$ cat config.mk
export PLATFORM = sky130hd
export DESIGN_NAME = id_ex_elastic_reg
export DESIGN_NICKNAME = d
export VERILOG_FILES = /design/src/rtl/id_ex_elastic_reg.sv
export SDC_FILE = /design/constraint.sdc
export NUM_CORES = 1
export LEC_CHECK = 0
export CORE_MARGIN = 4
export CORE_UTILIZATION = 45
export DETAILED_ROUTE_END_ITERATION = 16
export HOLD_SLACK_MARGIN = 0.03
export MAX_ROUTING_LAYER = met4
export PLACE_DENSITY = 0.83
export SYNTH_ARGS = -nofsm -noshare
export SYNTH_HDL_FRONTEND = slang
export SYNTH_SLANG_ARGS = --single-unit
$ cat constraint.sdc
create_clock -name Clk -period 8.9 [get_ports Clk]
set_input_delay 1.335 -clock Clk [delete_from_list [all_inputs] [get_ports Clk]]
set_output_delay 1.335 -clock Clk [all_outputs]
set_load 0.01 [all_outputs]
$ cat src/rtl/id_ex_elastic_reg.sv
// ID->EX pipeline register with valid/ready handshaking, a two-entry skid
// buffer, synchronous flush and a saturating stall-cycle counter.
// ID_Ready comes from registered state only, so there is no combinational
// path from EX_Ready back to ID.
module id_ex_elastic_reg #(
  parameter int unsigned DATA_W  = 32,
  parameter int unsigned RADDR_W = 5,
  parameter int unsigned SHAMT_W = 5,
  parameter int unsigned CTRL_W  = 9,
  parameter int unsigned CNT_W   = 16
) (
  input  logic               Clk,
  input  logic               Rst,
  input  logic               ID_Valid,
  output logic               ID_Ready,
  input  logic               ID_Flush,
  input  logic [CTRL_W-1:0]  ID_Ctrl,
  input  logic [SHAMT_W-1:0] ID_Shamt,
  input  logic [DATA_W-1:0]  ID_RegA,
  input  logic [DATA_W-1:0]  ID_RegB,
  input  logic [RADDR_W-1:0] ID_Regrt,
  input  logic [RADDR_W-1:0] ID_Regrd,
  input  logic [DATA_W-1:0]  ID_ImmExt,
  output logic               EX_Valid,
  input  logic               EX_Ready,
  output logic [CTRL_W-1:0]  EX_Ctrl,
  output logic [DATA_W-1:0]  EX_Shamt,
  output logic [DATA_W-1:0]  EX_RegA,
  output logic [DATA_W-1:0]  EX_RegB,
  output logic [RADDR_W-1:0] EX_Regrt,
  output logic [RADDR_W-1:0] EX_Regrd,
  output logic [DATA_W-1:0]  EX_ImmExt,
  output logic [CNT_W-1:0]   StallCnt
);

  localparam int unsigned BeatW = CTRL_W + SHAMT_W + 3 * DATA_W + 2 * RADDR_W;

  localparam logic [1:0] StEmpty = 2'd0;
  localparam logic [1:0] StOne   = 2'd1;
  localparam logic [1:0] StTwo   = 2'd2;

  localparam logic [CNT_W-1:0] CntMax = '1;

  logic [1:0]       stateQ, stateD;
  logic             readyQ;
  logic [BeatW-1:0] headQ, headD;
  logic [BeatW-1:0] skidQ, skidD;
  logic [BeatW-1:0] inBeat;
  logic [CNT_W-1:0] cntQ;
  logic             accept, retire;

  logic [CTRL_W-1:0]  hCtrl;
  logic [SHAMT_W-1:0] hShamt;
  logic [DATA_W-1:0]  hRegA, hRegB, hImm;
  logic [RADDR_W-1:0] hRt, hRd;

  assign inBeat = {ID_Ctrl, ID_Shamt, ID_RegA, ID_RegB, ID_Regrt, ID_Regrd, ID_ImmExt};
  assign {hCtrl, hShamt, hRegA, hRegB, hRt, hRd, hImm} = headQ;

  assign EX_Valid = (stateQ != StEmpty);
  assign ID_Ready = readyQ;
  assign accept   = ID_Valid && readyQ;
  assign retire   = EX_Valid && EX_Ready;

  // Bubbles carry zero control so they can never write RF or memory.
  assign EX_Ctrl   = EX_Valid ? hCtrl : '0;
  assign EX_Shamt  = {{(DATA_W - SHAMT_W){1'b0}}, hShamt};
  assign EX_RegA   = hRegA;
  assign EX_RegB   = hRegB;
  assign EX_Regrt  = hRt;
  assign EX_Regrd  = hRd;
  assign EX_ImmExt = hImm;
  assign StallCnt  = cntQ;

  // Next-state: occupancy transitions and head/skid loading; flush wins.
  always_comb begin
    stateD = stateQ;
    headD  = headQ;
    skidD  = skidQ;
    case (stateQ)
      StEmpty: begin
        if (accept) begin
          stateD = StOne;
          headD  = inBeat;
        end
      end
      StOne: begin
        if (accept && retire) begin
          headD = inBeat;
        end else if (accept) begin
          stateD = StTwo;
          skidD  = inBeat;
        end else if (retire) begin
          stateD = StEmpty;
        end
      end
      StTwo: begin
        if (retire) begin
          stateD = StOne;
          headD  = skidQ;
        end
      end
      default: stateD = StEmpty;
    endcase
    if (ID_Flush) begin
      stateD = StEmpty;
    end
  end

  // State, payload and registered ready.
  always_ff @(posedge Clk or posedge Rst) begin
    if (Rst) begin
      stateQ <= StEmpty;
      readyQ <= 1'b0;
      headQ  <= '0;
      skidQ  <= '0;
    end else begin
      stateQ <= stateD;
      readyQ <= (stateD != StTwo);
      headQ  <= headD;
      skidQ  <= skidD;
    end
  end

  // Saturating count of cycles where EX holds off a valid head.
  always_ff @(posedge Clk or posedge Rst) begin
    if (Rst) begin
      cntQ <= '0;
    end else if (EX_Valid && !EX_Ready && (cntQ != CntMax)) begin
      cntQ <= cntQ + 1'b1;
    end
  end

endmodule

==> metrics.csv, run 1 <==
metric;value;unit
status;finished clean;
powerDensity;239;nW/µm²
syn_to_final_growth;23.7;%
drive_above_1_share;14.3;%
grt-ovfl-total;0;
yosysTopAreaCell;dfrtp_1;
drt_iter0_markers;630;
dr.pass1.iters;4;
multi_input_area;4090;µm²
antenna_found_initial;2;
setup_violations;0;
synth_area;11800;µm²
synth_edf_count;0;
slew_headroom;28.0;%
die_area;29000;µm²
period_needed;3.89;ns
grt_max_degree;118;
p_leak;6.23;nW
post-cts-setup-buffer-count;0;
fp.dieH;170;µm
htreeDepth;1;
yosysWarnings;0;
io_pins;290;
ys_types;39;
tightestPinTransition;1.08;ns
core_area;26000;µm²
cts_tree;yes;
yosysSeqAreaShare;54.7;%
hold_viol;0;
hpwl;17.6;mm
crit_type;reg2out;
ant_nets;0;
crit_path_max_fanout;13;
post-route-period-util;43.8;%
clk_pin_slew;0.06;ns
vias;8274;
postRouteWirelength;27.1;mm
holdBufCountCts;0;
synth_common_cells;dfrtp_1, nand2_1, buf_4;
avgSynthCellArea;10.4;µm²
drv_slew;0;
detail_route.wl_per_cell;16.8;µm
place.gp.congestion;0.783;
drc;0;
hold_path_class;reg2reg;
clock_sinks;259;
max_clock_freq;257;MHz
ff_latch_area;6480;µm²
worstSetupStartpointType;register;
insertion_delay;0.54;ns
grt_pass1_vias;8427;
maxCapViolations;0;
root_buffer;clkbuf_16;
ys_ff_latch;259;
worst_ep_arrival_time;2.56;ns
synthFlopType;dfrtp_1;
netlist_instances;1142;
synth.area.top_cells;dfrtp_1, mux2_2, buf_4;
ctsLongestPathBuffers;3;
rows;59;
async_flop_share;100;%
io_buffers;262;
yosysMostFrequentCell;dfrtp_1;
routed_via_density;5.11;
worstPathRequired;7.57;ns
synth_top_area_share;54.7;%
clock_skew;0.0152;ns
end_kind;output port;
setup_tns;0;ns
cts-buffers-inserted;28;
ctsResizeCount;0;
peakVddDrop;0.183;mV
final_nets;1387;
start_util;45.6;%
whs;0.504;ns
grt_pass1_wl;43.7;mm
fillerInstances;2151;
die_w;170;µm
rsz0062_at_grt;no;
gr-usage-all-layers;18.8;%
area by class of cell:
| class | instances | share of cell area (%) |
|---|---|---|
| Inverter | 4 | 0.154 |
| Tap cell | 335 | 2.86 |
| Multi-Input combinational cell | 698 | 27.9 |
| Antenna cell | 2 | 0.0342 |
| Sequential cell | 259 | 44.2 |
| Timing Repair Buffer | 270 | 18.3 |
| Clock inverter | 8 | 0.666 |
| Clock buffer | 43 | 5.86 |
through the flow:
stage	std cells	power (mW)	cell area (µm²)	util (%)	setup slack (ns)
floorplan	1168	2.10	11900	-	0.438
global placement	1566	2.30	13700	52.7	4.68
detailed placement	1566	2.34	13700	52.7	4.57
CTS	1617	3.54	14600	56.4	4.92
global route	1619	3.68	14700	56.4	4.80
finish	1619	3.51	14700	56.4	5.01
layer usage:
metal	vias up	GRT usage (%)	routed length, µm
met4	0	6.46	1050
met2	267	31.2	13300
met3	65	4.30	1940
met5	-	-	0
met1	4049	22.8	10800
li1	3893	-	-
cell usage in the layout (no fill, tap or decap), types with 2 or more instances in the layout:
cell type	Yosys	final
inv_1	4	3
clkbuf_1	27	6
nor2b_1	10	9
xnor2_1	7	7
a31oi_1	120	120
nand2_1	245	245
diode_2	0	2
clkinv_4	0	2
and3_1	2	2
clkbuf_8	0	8
nor2_1	129	129
nand3_1	6	6
clkinv_2	0	4
dfrtp_1	259	259
mux2_2	120	120
clkbuf_16	0	29
clkdlybuf4s50_1	0	262
bufinv_16	0	2
buf_4	148	8
nand4_1	4	4
xor2_1	7	7
conb_1	1	27
cells by family after synthesis:
logic type,share of synthesized area (%)
adder cells (fa/ha/maj),0.106
multiplexers,11.6
AND/OR/NAND/NOR,13.8
XOR/XNOR,1.04
AO/OA/AOI/OAI,6.91
buffers and inverters,11.7
flip-flops,54.7
other,0.0317
where the power goes:
part	internal [mW]	total, mW	switching, mW	leakage (nW)
logic	0.418	0.715	0.297	2.73
clock network	0.719	1.19	0.467	0.474
registers	1.45	1.60	0.157	3.03
flip-flops by register name (all words and copies together), names as in the netlist:
signal	flops
ID_Ready	1
StallCnt	16
headQ	120
skidQ	120
stateQ	2
worst paths after layout:
kind	start	cells past startpoint	to	slack, ns
max	stateQ[1]	3	EX_Ctrl[3]	5.01
min	skidQ[97]	1	skidQ[97]	0.50
max reg2reg	stateQ[0]	5	headQ[106]	5.96
min reg2reg	skidQ[97]	1	skidQ[97]	0.50
max in group asynchronous	Rst	3	skidQ[83]	5.94
min in group asynchronous	Rst	2	headQ[54]	1.37
critical path: stages (launching register included):
cell	delay, ns
dfrtp_1	0.51
nor2_1	0.84
nor2b_1	0.11
clkdlybuf4s50_1	0.57
Note: power is estimated with default switching activity, not from simulation.
==> run 2, diff against run 1 <==
--- a/config.mk
+++ b/config.mk
@@ -6,7 +6,7 @@
 export NUM_CORES = 1
 export LEC_CHECK = 0
 export CORE_MARGIN = 4
-export CORE_UTILIZATION = 45
+export CORE_UTILIZATION = 47
 export DETAILED_ROUTE_END_ITERATION = 16
 export HOLD_SLACK_MARGIN = 0.03
 export MAX_ROUTING_LAYER = met4
==> constraint.sdc (replaced) <==
create_clock -name Clk -period 3.8 [get_ports Clk]
set_input_delay 0.57 -clock Clk [delete_from_list [all_inputs] [get_ports Clk]]
set_output_delay 0.57 -clock Clk [all_outputs]
set_load 0.01 [all_outputs]
==> metrics.csv, run 2 (synthesis results as in run 1) <==
metric;value;unit
clock_skew;0.00832;ns
ant_nets;0;
cts-buffers-inserted;27;
root_buffer;clkbuf_16;
stdcell_count;1608;
core_area;24500;µm²
rows;57;
drv_slew;0;
timing.rr.start;stateQ[1];
rsz0062_at_grt;no;
slew_headroom;20.9;%
holdBufCountCts;0;
fp.dieH;167;µm
rrSetupSlack;1.50;ns
peakVddDrop;0.382;mV
die_area;27800;µm²
start_util;48.3;%
ctsResizeCount;0;
insertion_delay;0.51;ns
maxCapViolations;0;
worstSetupStartpointType;register;
dp_cells;1559;
drive_above_1_share;14.0;%
setup_violations;0;
grt_max_degree;129;
end_kind;output port;
crit_type;reg2out;
io_buffers;262;
final_cell_mix;clkdlybuf4s50_1, dfrtp_1, nand2_1, nor2_1;
cts_tree;yes;
drc;0;
crit_path_max_fanout;13;
place.gp.congestion;0.797;
max_clock_freq;308;MHz
grt-ovfl-total;0;
p_leak;6.19;nW
postRouteWirelength;27.5;mm
die_w;167;µm
io_pins;290;
clock_sinks;259;
worstRegToRegCells;5;
grt_pass1_vias;8481;
vias;8316;
final_nets;1390;
gr-usage-all-layers;19.8;%
powerDensity;543;nW/µm²
place_area;13800;µm²
detail_route.wl_per_cell;17.1;µm
final_common_cell;clkdlybuf4s50_1;
grt_pass1_wl;44.7;mm
fillerInstances;2023;
startpoint;stateQ[1];
syn_to_final_growth;23.2;%
post-route-period-util;85.5;%
post-route-util;59.5;%
ctsLongestPathBuffers;3;
routed_via_density;5.17;
status;finished clean;
post-cts-setup-buffer-count;0;
period_needed;3.25;ns
worst_ep_arrival_time;2.68;ns
hpwl;18.2;mm
hold_viol;0;
tightestPinTransition;1.18;ns
dr.pass1.iters;6;
final_area;14600;µm²
worstPathRequired;3.23;ns
reg2reg_to;StallCnt[4];
antenna_found_initial;2;
hold_path_class;reg2reg;
drt_iter0_markers;614;
htreeDepth;1;
worstSetupEndpoint;EX_Ctrl[5];
clk_pin_slew;0.06;ns
[run 2: final cells by class]
| class | instances | area [µm²] | share of cell area [%] |
|---|---|---|---|
| diodes | 2 | 5.00 | 0.0343 |
| clock buffers | 42 | 792 | 5.43 |
| clock inverters | 5 | 31.3 | 0.214 |
| inverters | 4 | 18.8 | 0.129 |
| multi-input cells | 698 | 4090 | 28.0 |
| flip-flops and latches | 259 | 6480 | 44.4 |
| well taps | 324 | 405 | 2.78 |
| repair buffers | 274 | 2780 | 19.0 |
[run 2: worst min-delay path by stage]
| stage | endpoint | start | cells past startpoint |
|---|---|---|---|
| 2_1_floorplan | skidQ[0] | skidQ[0] | 1 |
| 3_3_place_gp | StallCnt[4] | StallCnt[4] | 1 |
| 3_5_place_dp | StallCnt[4] | StallCnt[4] | 1 |
| 4_1_cts | StallCnt[4] | StallCnt[4] | 1 |
| 5_1_grt | StallCnt[4] | StallCnt[4] | 1 |
| 6_report | StallCnt[4] | StallCnt[4] | 1 |
[run 2: per-stage QoR]
| step | hold WS, ns | worst slack [ns] | power [mW] | TNS, ns |
|---|---|---|---|---|
| after global routing | 0.508 | 0.396 | 8.34 | 0 |
| after detailed placement | 0.491 | 0.923 | 5.51 | 0 |
| final | 0.500 | 0.550 | 7.92 | 0 |
| after CTS | 0.501 | 0.505 | 8.02 | 0 |
| after floorplan | 0.480 | -0.184 | 4.92 | -47.55 |
| after global placement | 0.475 | 1.01 | 5.41 | 0 |
[run 2: metal layers]
metal  track usage, %  part of all wire [%]  vias to the layer above
li1                 -                     -                     3889
met1             24.8                    42                     4091
met2             32.5                    49                      272
met3             3.70                   5.6                       64
met4             7.04                   4.0                        0
met5                -                     0                        -
[run 2: power breakdown]
part           switching, mW  internal (mW)  total (mW)
registers              0.370           3.39        3.76
clock network           1.04           1.42        2.46
logic                  0.707          0.990        1.70
[run 2: worst max-delay path: stages, from the launching register on]
cell	delay [ns]
dfrtp_1	0.51
nor2_1	0.95
nor2b_1	0.13
clkdlybuf4s50_1	0.57
